### src/rtl/dmem_arbiter.sv
// rtl/dmem_arbiter.sv - core/DMA arbiter for a shared data memory with a one-cycle registered response
// Core wins by default; a DMA requester that keeps losing is forced through after STARVE_LIMIT cycles.
module dmem_arbiter #(
  parameter int STARVE_LIMIT = 4
) (
  input  logic        clk,
  input  logic        rst,

  input  logic        c_req,
  input  logic        c_we,
  input  logic [31:0] c_addr,
  input  logic [31:0] c_wdata,
  input  logic [2:0]  c_funct3,
  output logic        c_gnt,
  output logic        c_rvalid,
  output logic [31:0] c_rdata,
  output logic        c_err,

  input  logic        d_req,
  input  logic        d_we,
  input  logic [31:0] d_addr,
  input  logic [31:0] d_wdata,
  input  logic [2:0]  d_funct3,
  output logic        d_gnt,
  output logic        d_rvalid,
  output logic [31:0] d_rdata,
  output logic        d_err,

  output logic        m_we,
  output logic [31:0] m_addr,
  output logic [31:0] m_din,
  output logic [2:0]  m_funct3,
  input  logic [31:0] m_dout
);

  localparam int CW = $clog2(STARVE_LIMIT + 1);

  typedef enum logic [1:0] {
    IDLE,
    RESP_C,
    RESP_D
  } resp_state_t;

  resp_state_t   state, state_next;
  logic [CW-1:0] starve_cnt;
  logic          starved;
  logic          any_gnt;

  logic          sel_we;
  logic [31:0]   sel_addr;
  logic [31:0]   sel_wdata;
  logic [2:0]    sel_funct3;
  logic          acc_illegal;
  logic [31:0]   resp_data;

  logic          resp_err_q;
  logic [31:0]   c_rdata_q;
  logic [31:0]   d_rdata_q;

  function automatic logic access_illegal(input logic we, input logic [2:0] f3,
                                          input logic [1:0] lsb);
    logic bad;
    bad = 1'b0;
    if (f3 == 3'b010 && lsb != 2'b00) bad = 1'b1;
    if ((f3 == 3'b001 || f3 == 3'b101) && lsb[0]) bad = 1'b1;
    if (we && !(f3 == 3'b000 || f3 == 3'b001 || f3 == 3'b010)) bad = 1'b1;
    if (!we && (f3 == 3'b011 || f3 == 3'b110 || f3 == 3'b111)) bad = 1'b1;
    return bad;
  endfunction

  // Grants depend only on current requests and the registered starvation count.
  assign starved = (starve_cnt == CW'(STARVE_LIMIT));
  assign d_gnt   = !rst && d_req && (!c_req || starved);
  assign c_gnt   = !rst && c_req && !d_gnt;
  assign any_gnt = c_gnt || d_gnt;

  always_comb begin
    sel_we     = 1'b0;
    sel_addr   = 32'h0;
    sel_wdata  = 32'h0;
    sel_funct3 = 3'b000;
    if (c_gnt) begin
      sel_we     = c_we;
      sel_addr   = c_addr;
      sel_wdata  = c_wdata;
      sel_funct3 = c_funct3;
    end else if (d_gnt) begin
      sel_we     = d_we;
      sel_addr   = d_addr;
      sel_wdata  = d_wdata;
      sel_funct3 = d_funct3;
    end
  end

  assign acc_illegal = any_gnt && access_illegal(sel_we, sel_funct3, sel_addr[1:0]);
  assign m_we        = sel_we && !acc_illegal;
  assign m_addr      = sel_addr;
  assign m_din       = sel_wdata;
  assign m_funct3    = sel_funct3;

  // Stores and faulting accesses return zero data.
  assign resp_data = (acc_illegal || sel_we) ? 32'h0 : m_dout;

  always_ff @(posedge clk) begin
    if (rst) begin
      starve_cnt <= '0;
    end else if (!d_req || d_gnt) begin
      starve_cnt <= '0;
    end else if (!starved) begin
      starve_cnt <= starve_cnt + CW'(1);
    end
  end

  always_ff @(posedge clk) begin
    if (rst) begin
      state <= IDLE;
    end else begin
      state <= state_next;
    end
  end

  always_comb begin
    state_next = IDLE;
    if (c_gnt) begin
      state_next = RESP_C;
    end else if (d_gnt) begin
      state_next = RESP_D;
    end
  end

  // Per-port data registers so each port's rdata holds until its own next response.
  always_ff @(posedge clk) begin
    if (rst) begin
      resp_err_q <= 1'b0;
      c_rdata_q  <= 32'h0;
      d_rdata_q  <= 32'h0;
    end else begin
      if (any_gnt) resp_err_q <= acc_illegal;
      if (c_gnt)   c_rdata_q  <= resp_data;
      if (d_gnt)   d_rdata_q  <= resp_data;
    end
  end

  // Outputs are also gated by rst so the reset state is visible in the reset cycle itself.
  assign c_rvalid = !rst && (state == RESP_C);
  assign d_rvalid = !rst && (state == RESP_D);
  assign c_err    = c_rvalid && resp_err_q;
  assign d_err    = d_rvalid && resp_err_q;
  assign c_rdata  = rst ? 32'h0 : c_rdata_q;
  assign d_rdata  = rst ? 32'h0 : d_rdata_q;

endmodule

### config.mk
export PLATFORM = sky130hd
export DESIGN_NAME = dmem_arbiter
export DESIGN_NICKNAME = d
export VERILOG_FILES = /design/src/rtl/dmem_arbiter.sv
export SDC_FILE = /design/constraint.sdc
export NUM_CORES = 1
export LEC_CHECK = 0
export CAP_MARGIN = 10
export CORE_AREA = 2 2 122 124
export DETAILED_ROUTE_END_ITERATION = 6
export DIE_AREA = 0 0 124 126
export PLACE_DENSITY = 0.78
export SLEW_MARGIN = 20
export SYNTH_ARGS = -nofsm -noshare
export SYNTH_HDL_FRONTEND = slang
export SYNTH_SLANG_ARGS = --single-unit
### constraint.sdc
create_clock -name clk -period 2.02 [get_ports clk]
set_input_delay 0.202 -clock clk [delete_from_list [all_inputs] [get_ports clk]]
set_output_delay 0.202 -clock clk [all_outputs]
set_load 0.02 [all_outputs]
# == After elaboration in Yosys (flattened, before gate mapping) ==
# Cells that the tools add are included.
# word_totals
ff_bits,70
inputBits,172
output_inout_bits,138
# op_classes
addsub,1
n_eq_ne,9
mux,17
reduce_logical,34
# ops
cell,count
32-bit two-way mux,7
1-bit logical AND,14
3-bit equality test (second input constant),4
1-bit logical OR,9
1-bit logical NOT,7
1-bit two-way mux,7
3-bit by 2-bit equality test with 1-bit output (second input constant),2
3-bit two-way mux,2
2-bit OR reduction,2
3-bit by 1-bit adder with 3-bit output (second input constant),1
3-bit by 1-bit equality test with 1-bit output (second input constant),1
3-bit logical NOT,1
2-bit by 1-bit equality test with 1-bit output (second input constant),1
2-bit equality test (second input constant),1
2-bit two-way mux,1
2-bit nonzero test,1

# == Depth between registers and ports, before layout ==
# depth
ltp_word,16
mapped_depth,10

# == Worst setup path before layout ==
# OpenSTA, ideal clock, no wires.
# synth_path
path_type,register to output
from,register starve_cnt[0]
to,output port m_we
arrival_time_ns,2.162
required_time_ns,1.818
setup_slack_ns,-0.344
path_stages_with_launch,11
path_buffers,3
path_cell_list,dfxtp_1 -> inv_1 -> ha_1 -> and3_1 -> clkbuf_1 -> or2_1 -> buf_2 -> inv_2 -> buf_4 -> a31oi_1 -> o32ai_1
# synth_via
elab_chain_len,16
word_cells_on_any_way,38
cone_classes,eq/ne: 7; mux: 10; reduce/logical: 21
# synth_rtl
item,line_no,text
start: declaration,45,logic [CW-1:0] starve_cnt;
start signal: assignment,110,starve_cnt <= starve_cnt + CW'(1);
3-bit equality test *,72,assign starved = (starve_cnt == CW'(STARVE_LIMIT));
1-bit logical OR *,73,assign d_gnt = !rst && d_req && (!c_req || starved);
1-bit logical AND *,73,
1-bit logical NOT,74,assign c_gnt = !rst && c_req && !d_gnt;
1-bit logical AND,74,
3-bit two-way mux,82,if (c_gnt) begin
3-bit by 1-bit equality test with 1-bit output or 3-bit logical NOT (tied branches),"65, 66",
1-bit logical OR (2 in series),66,if (we && !(f3 == 3'b000 || f3 == 3'b001 || f3 == 3'b010)) bad = 1'b1;
1-bit logical NOT,66,
1-bit logical AND,66,
1-bit two-way mux,66,
1-bit two-way mux,67,if (!we && (f3 == 3'b011 || f3 == 3'b110 || f3 == 3'b111)) bad = 1'b1;
1-bit logical AND,95,"assign acc_illegal = any_gnt && access_illegal(sel_we, sel_funct3, sel_addr[1:0]);"
1-bit logical NOT,96,assign m_we = sel_we && !acc_illegal;
1-bit logical AND *,96,
end: declaration,29,"output logic m_we,"
# Every way passes the cells marked *; elsewhere a longest branch is shown, timed or not.

# == Final worst setup path ==
# layout_path
from,register starve_cnt[0]
to,output port m_addr[22]
# layout_via
elab_chain_len,6
word_cells_on_any_way,7
cone_classes,eq/ne: 1; mux: 2; reduce/logical: 4
# layout_rtl
item,line_no,text
3-bit equality test *,72,
1-bit logical OR *,73,
1-bit logical AND *,73,
1-bit logical NOT,74,
1-bit logical AND,74,
32-bit two-way mux *,82,
end: declaration,30,"output logic [31:0] m_addr,"
# Marked as above.

==> impl_metrics.py <==
metrics = {
    "route": {
        "wl_per_cell_um": 19.63,
        "routed-via-count": 4672,
        "ant_nets": 0,
        "dr_wl_met3_um": 1461,
        "met2WireLength_um": 9094,
        "drt_first_pass_iters": 4,
        "top_layer": "met4",
        "drt-met1-wl_um": 7637,
        "wl_um": 18450,
        "drcViolationCount": 0,
        "first_iter_violations": 220,
        "via_per_inst": 4.970,
    },
    "timing": {
        "hold_slack_ns": 0.3710,
        "min_period_ns": 2.239,
        "max_freq_mhz": 446.6,
        "worst_pin_slew_ns": 0.5098,
        "setup_viol": 68,
        "hold_viol": 0,
        "setup_slack_ns": -0.2190,
        "skew_ns": 0.002430,
        "slew_viol_final": 0,
        "max_slew_margin_pct": 66.02,
        "min_period_over_period_pct": 110.8,
        "grt_setup_unrepaired": "yes",
        "final.setup.tns_ns": -8.786,
    },
    "hold_path": {
        "hold_class": "input pin to register",
        "holdPathEnd": "starve_cnt[2]",
        "holdCritStartpoint": "rst",
        "hold_depth": 4,
    },
    "layout": {
        "drive_gt1_share_pct": 25.79,
        "area_growth_pct": 127.8,
        "ff_latch_area_um2": 1404,
        "final_cells": 940,
        "multi_input_area_um2": 2290,
        "nets": 926,
        "diodes": 0,
        "fill_cells": 1194,
    },
    "clocking": {
        "cts.sinks": 70,
        "numCtsBuffers": 9,
        "h-tree-depth": 3,
        "cts_buffer_depth": 2,
        "clock-root-buffer": "clkbuf_16",
        "clk_pin_slew_worst_paths_ns": 0.05,
        "ctsHoldBuffers": 0,
        "cts_tree": "built",
        "clk_latency_ns": 0.32,
    },
    "grt": {
        "antenna_found_initial": 0,
        "grt_pass1_wl_um": 27080,
        "gr-usage-all-layers_pct": 22.53,
        "grt_max_degree": 52,
        "grt-ovfl-total": 0,
        "grt_pass1_vias": 4922,
    },
    "floorplanning": {
        "start_util_pct": 26.08,
        "num_rows": 44,
        "ios": 310,
        "die_area_um2": 15620,
        "die_h_um": 126,
        "die_w_um": 124,
        "core_area_um2": 14310,
    },
    "placed_design": {
        "gp_congestion": 0.8937,
        "dp_cells": 886,
        "hpwl_um": 13050,
        "preCtsSetupSlack_ns": -0.6682,
        "port_buffers": 309,
    },
    "synth": {
        "avgSynthCellArea_um2": 9.521,
        "async_flop_share_pct": 0,
        "synth_top_flop_cell": "dfxtp_1",
        "synth_edf_count": 0,
        "ys_seq_area_share_pct": 37.55,
        "synth_area_um2": 3732,
        "synth_nets": 566,
        "synth_top_cell_by_area": "dfxtp_1",
        "ys_top_cells_by_area": "dfxtp_1 (38%), a22o_1 (23%), nor2b_1 (11%)",
        "yosysMostFrequentCell": "a22o_1",
        "synth_cells": 392,
        "synth_cell_type_count": 39,
        "yosysWarningCount": 0,
        "synth_common_cells": "a22o_1 (98), dfxtp_1 (70), nor2b_1 (64), o21ai_0 (33), a21bo_1 (32)",
        "synth-seq-cells": 70,
        "netlist.area_leader.share_pct": 37.55,
    },
    "outcome": {
        "status": "complete, but fails checks",
        "violations": "negative setup slack",
    },
    "setup_path": {
        "crit_fanout": 5,
        "timing.rr.end": "d_rdata_q[19]",
        "cp-end-kind": "primary output",
        "crit_arrival_ns": 2.04,
        "path_class": "register to primary output",
        "reg2reg_slack_ns": 0.02,
        "startpoint_type": "register",
        "worstPathRequired_ns": 1.82,
        "reg2reg_depth": 11,
        "timing.rr.start": "starve_cnt[1]",
    },
    "power": {
        "ir_drop_uv": 439.9,
        "p_leak_nw": 3.723,
        "fin_total_pwr_mw": 4.273,
        "cellPowerDensity_nw_per_um2": 502.7,
    },
    "job": {
        "drv_cap": 0,
    },
}
[through the flow]
step                      util [%]  cell area (um2)
after global placement       51.02             7303
after detailed placement     51.02             7303
after global routing         59.39             8501
after CTS                    57.98             8299
after floorplan                  -             3785
final                        59.39             8501
[placed cells by master (no fill, tap or decap), types with 4 or more instances in the layout]
cell,netlist,layout
a21bo_1,32,32
buf_12,0,11
nand2_1,7,7
buf_4,4,40
buf_6,3,77
buf_16,0,11
nor2b_1,64,64
o21ai_0,33,33
dfxtp_1,70,68
a22o_4,0,5
clkbuf_16,0,13
nor3b_1,5,5
buf_8,0,4
a22o_1,98,93
clkdlybuf4s50_1,0,236
[state kept, by name (all words and copies together), names as in the netlist]
name	count
c_rdata_q	32
d_rdata_q	32
starve_cnt	3
state	2
resp_err_q	1
[per-layer routing]
| metal | vias to the layer above | track usage, % |
|---|---|---|
| met5 | - | 0 |
| met4 | 0 | 4.825 |
| met3 | 24 | 7.609 |
| met2 | 208 | 38.59 |
| met1 | 2247 | 27.23 |
| li1 | 2193 | - |
[worst max path at each step]
stage / from / end / slack [ns] / cells past startpoint
floorplan: starve_cnt[0] / m_we / 0.004 / 10
global placement: d_addr[0] / m_we / -0.68 / 6
global route: starve_cnt[0] / m_addr[22] / -0.28 / 10
CTS: starve_cnt[0] / m_addr[16] / -0.19 / 9
finish: starve_cnt[0] / m_addr[22] / -0.22 / 10
detailed placement: d_addr[0] / m_we / -0.67 / 6
[area by class of cell]
| class | count | area share, % |
|---|---|---|
| Sequential cell | 70 | 16.51 |
| Timing Repair inverter | 1 | 0.1030 |
| Timing Repair Buffer | 388 | 49.94 |
| Clock inverter | 3 | 0.5152 |
| Tap cell | 184 | 2.708 |
| Inverter | 4 | 0.2649 |
| Multi-Input combinational cell | 278 | 26.94 |
| Clock buffer | 12 | 3.017 |
[repair_timing]
item,CTS,global route
gates cloned,13,5
pin swaps,27,47
buffers inserted,14,11
setup endpoints to repair,134,133
resized for setup,460,22
[power by group]
part,leakage (nW),switching [mW],internal (mW)
sequential,0.568,0.00907,1.42
clock,0.149,0.551,1.02
combinational,3.01,0.521,0.758
total,3.72,1.08,3.19
[kinds of logic after synthesis]
kind of cell	Yosys count	share of synthesized area [%]
AOI/OAI and AO/OA	175	39.02
and+or+nand+nor	99	16.53
DFF	70	37.55
buffers and inverters	44	5.699
muxes	2	0.5364
adders and majority gates	2	0.6704
[worst max-delay path: stages (launching register included)]
cell,delay (ns)
dfxtp_2,0.34
inv_2,0.04
ha_4,0.16
buf_6,0.12
a21boi_4,0.21
buf_6,0.14
nor2_4,0.06
buf_12,0.15
buf_16,0.13
a22o_4,0.23
buf_6,0.13
Power figures use the tool's default switching activity.
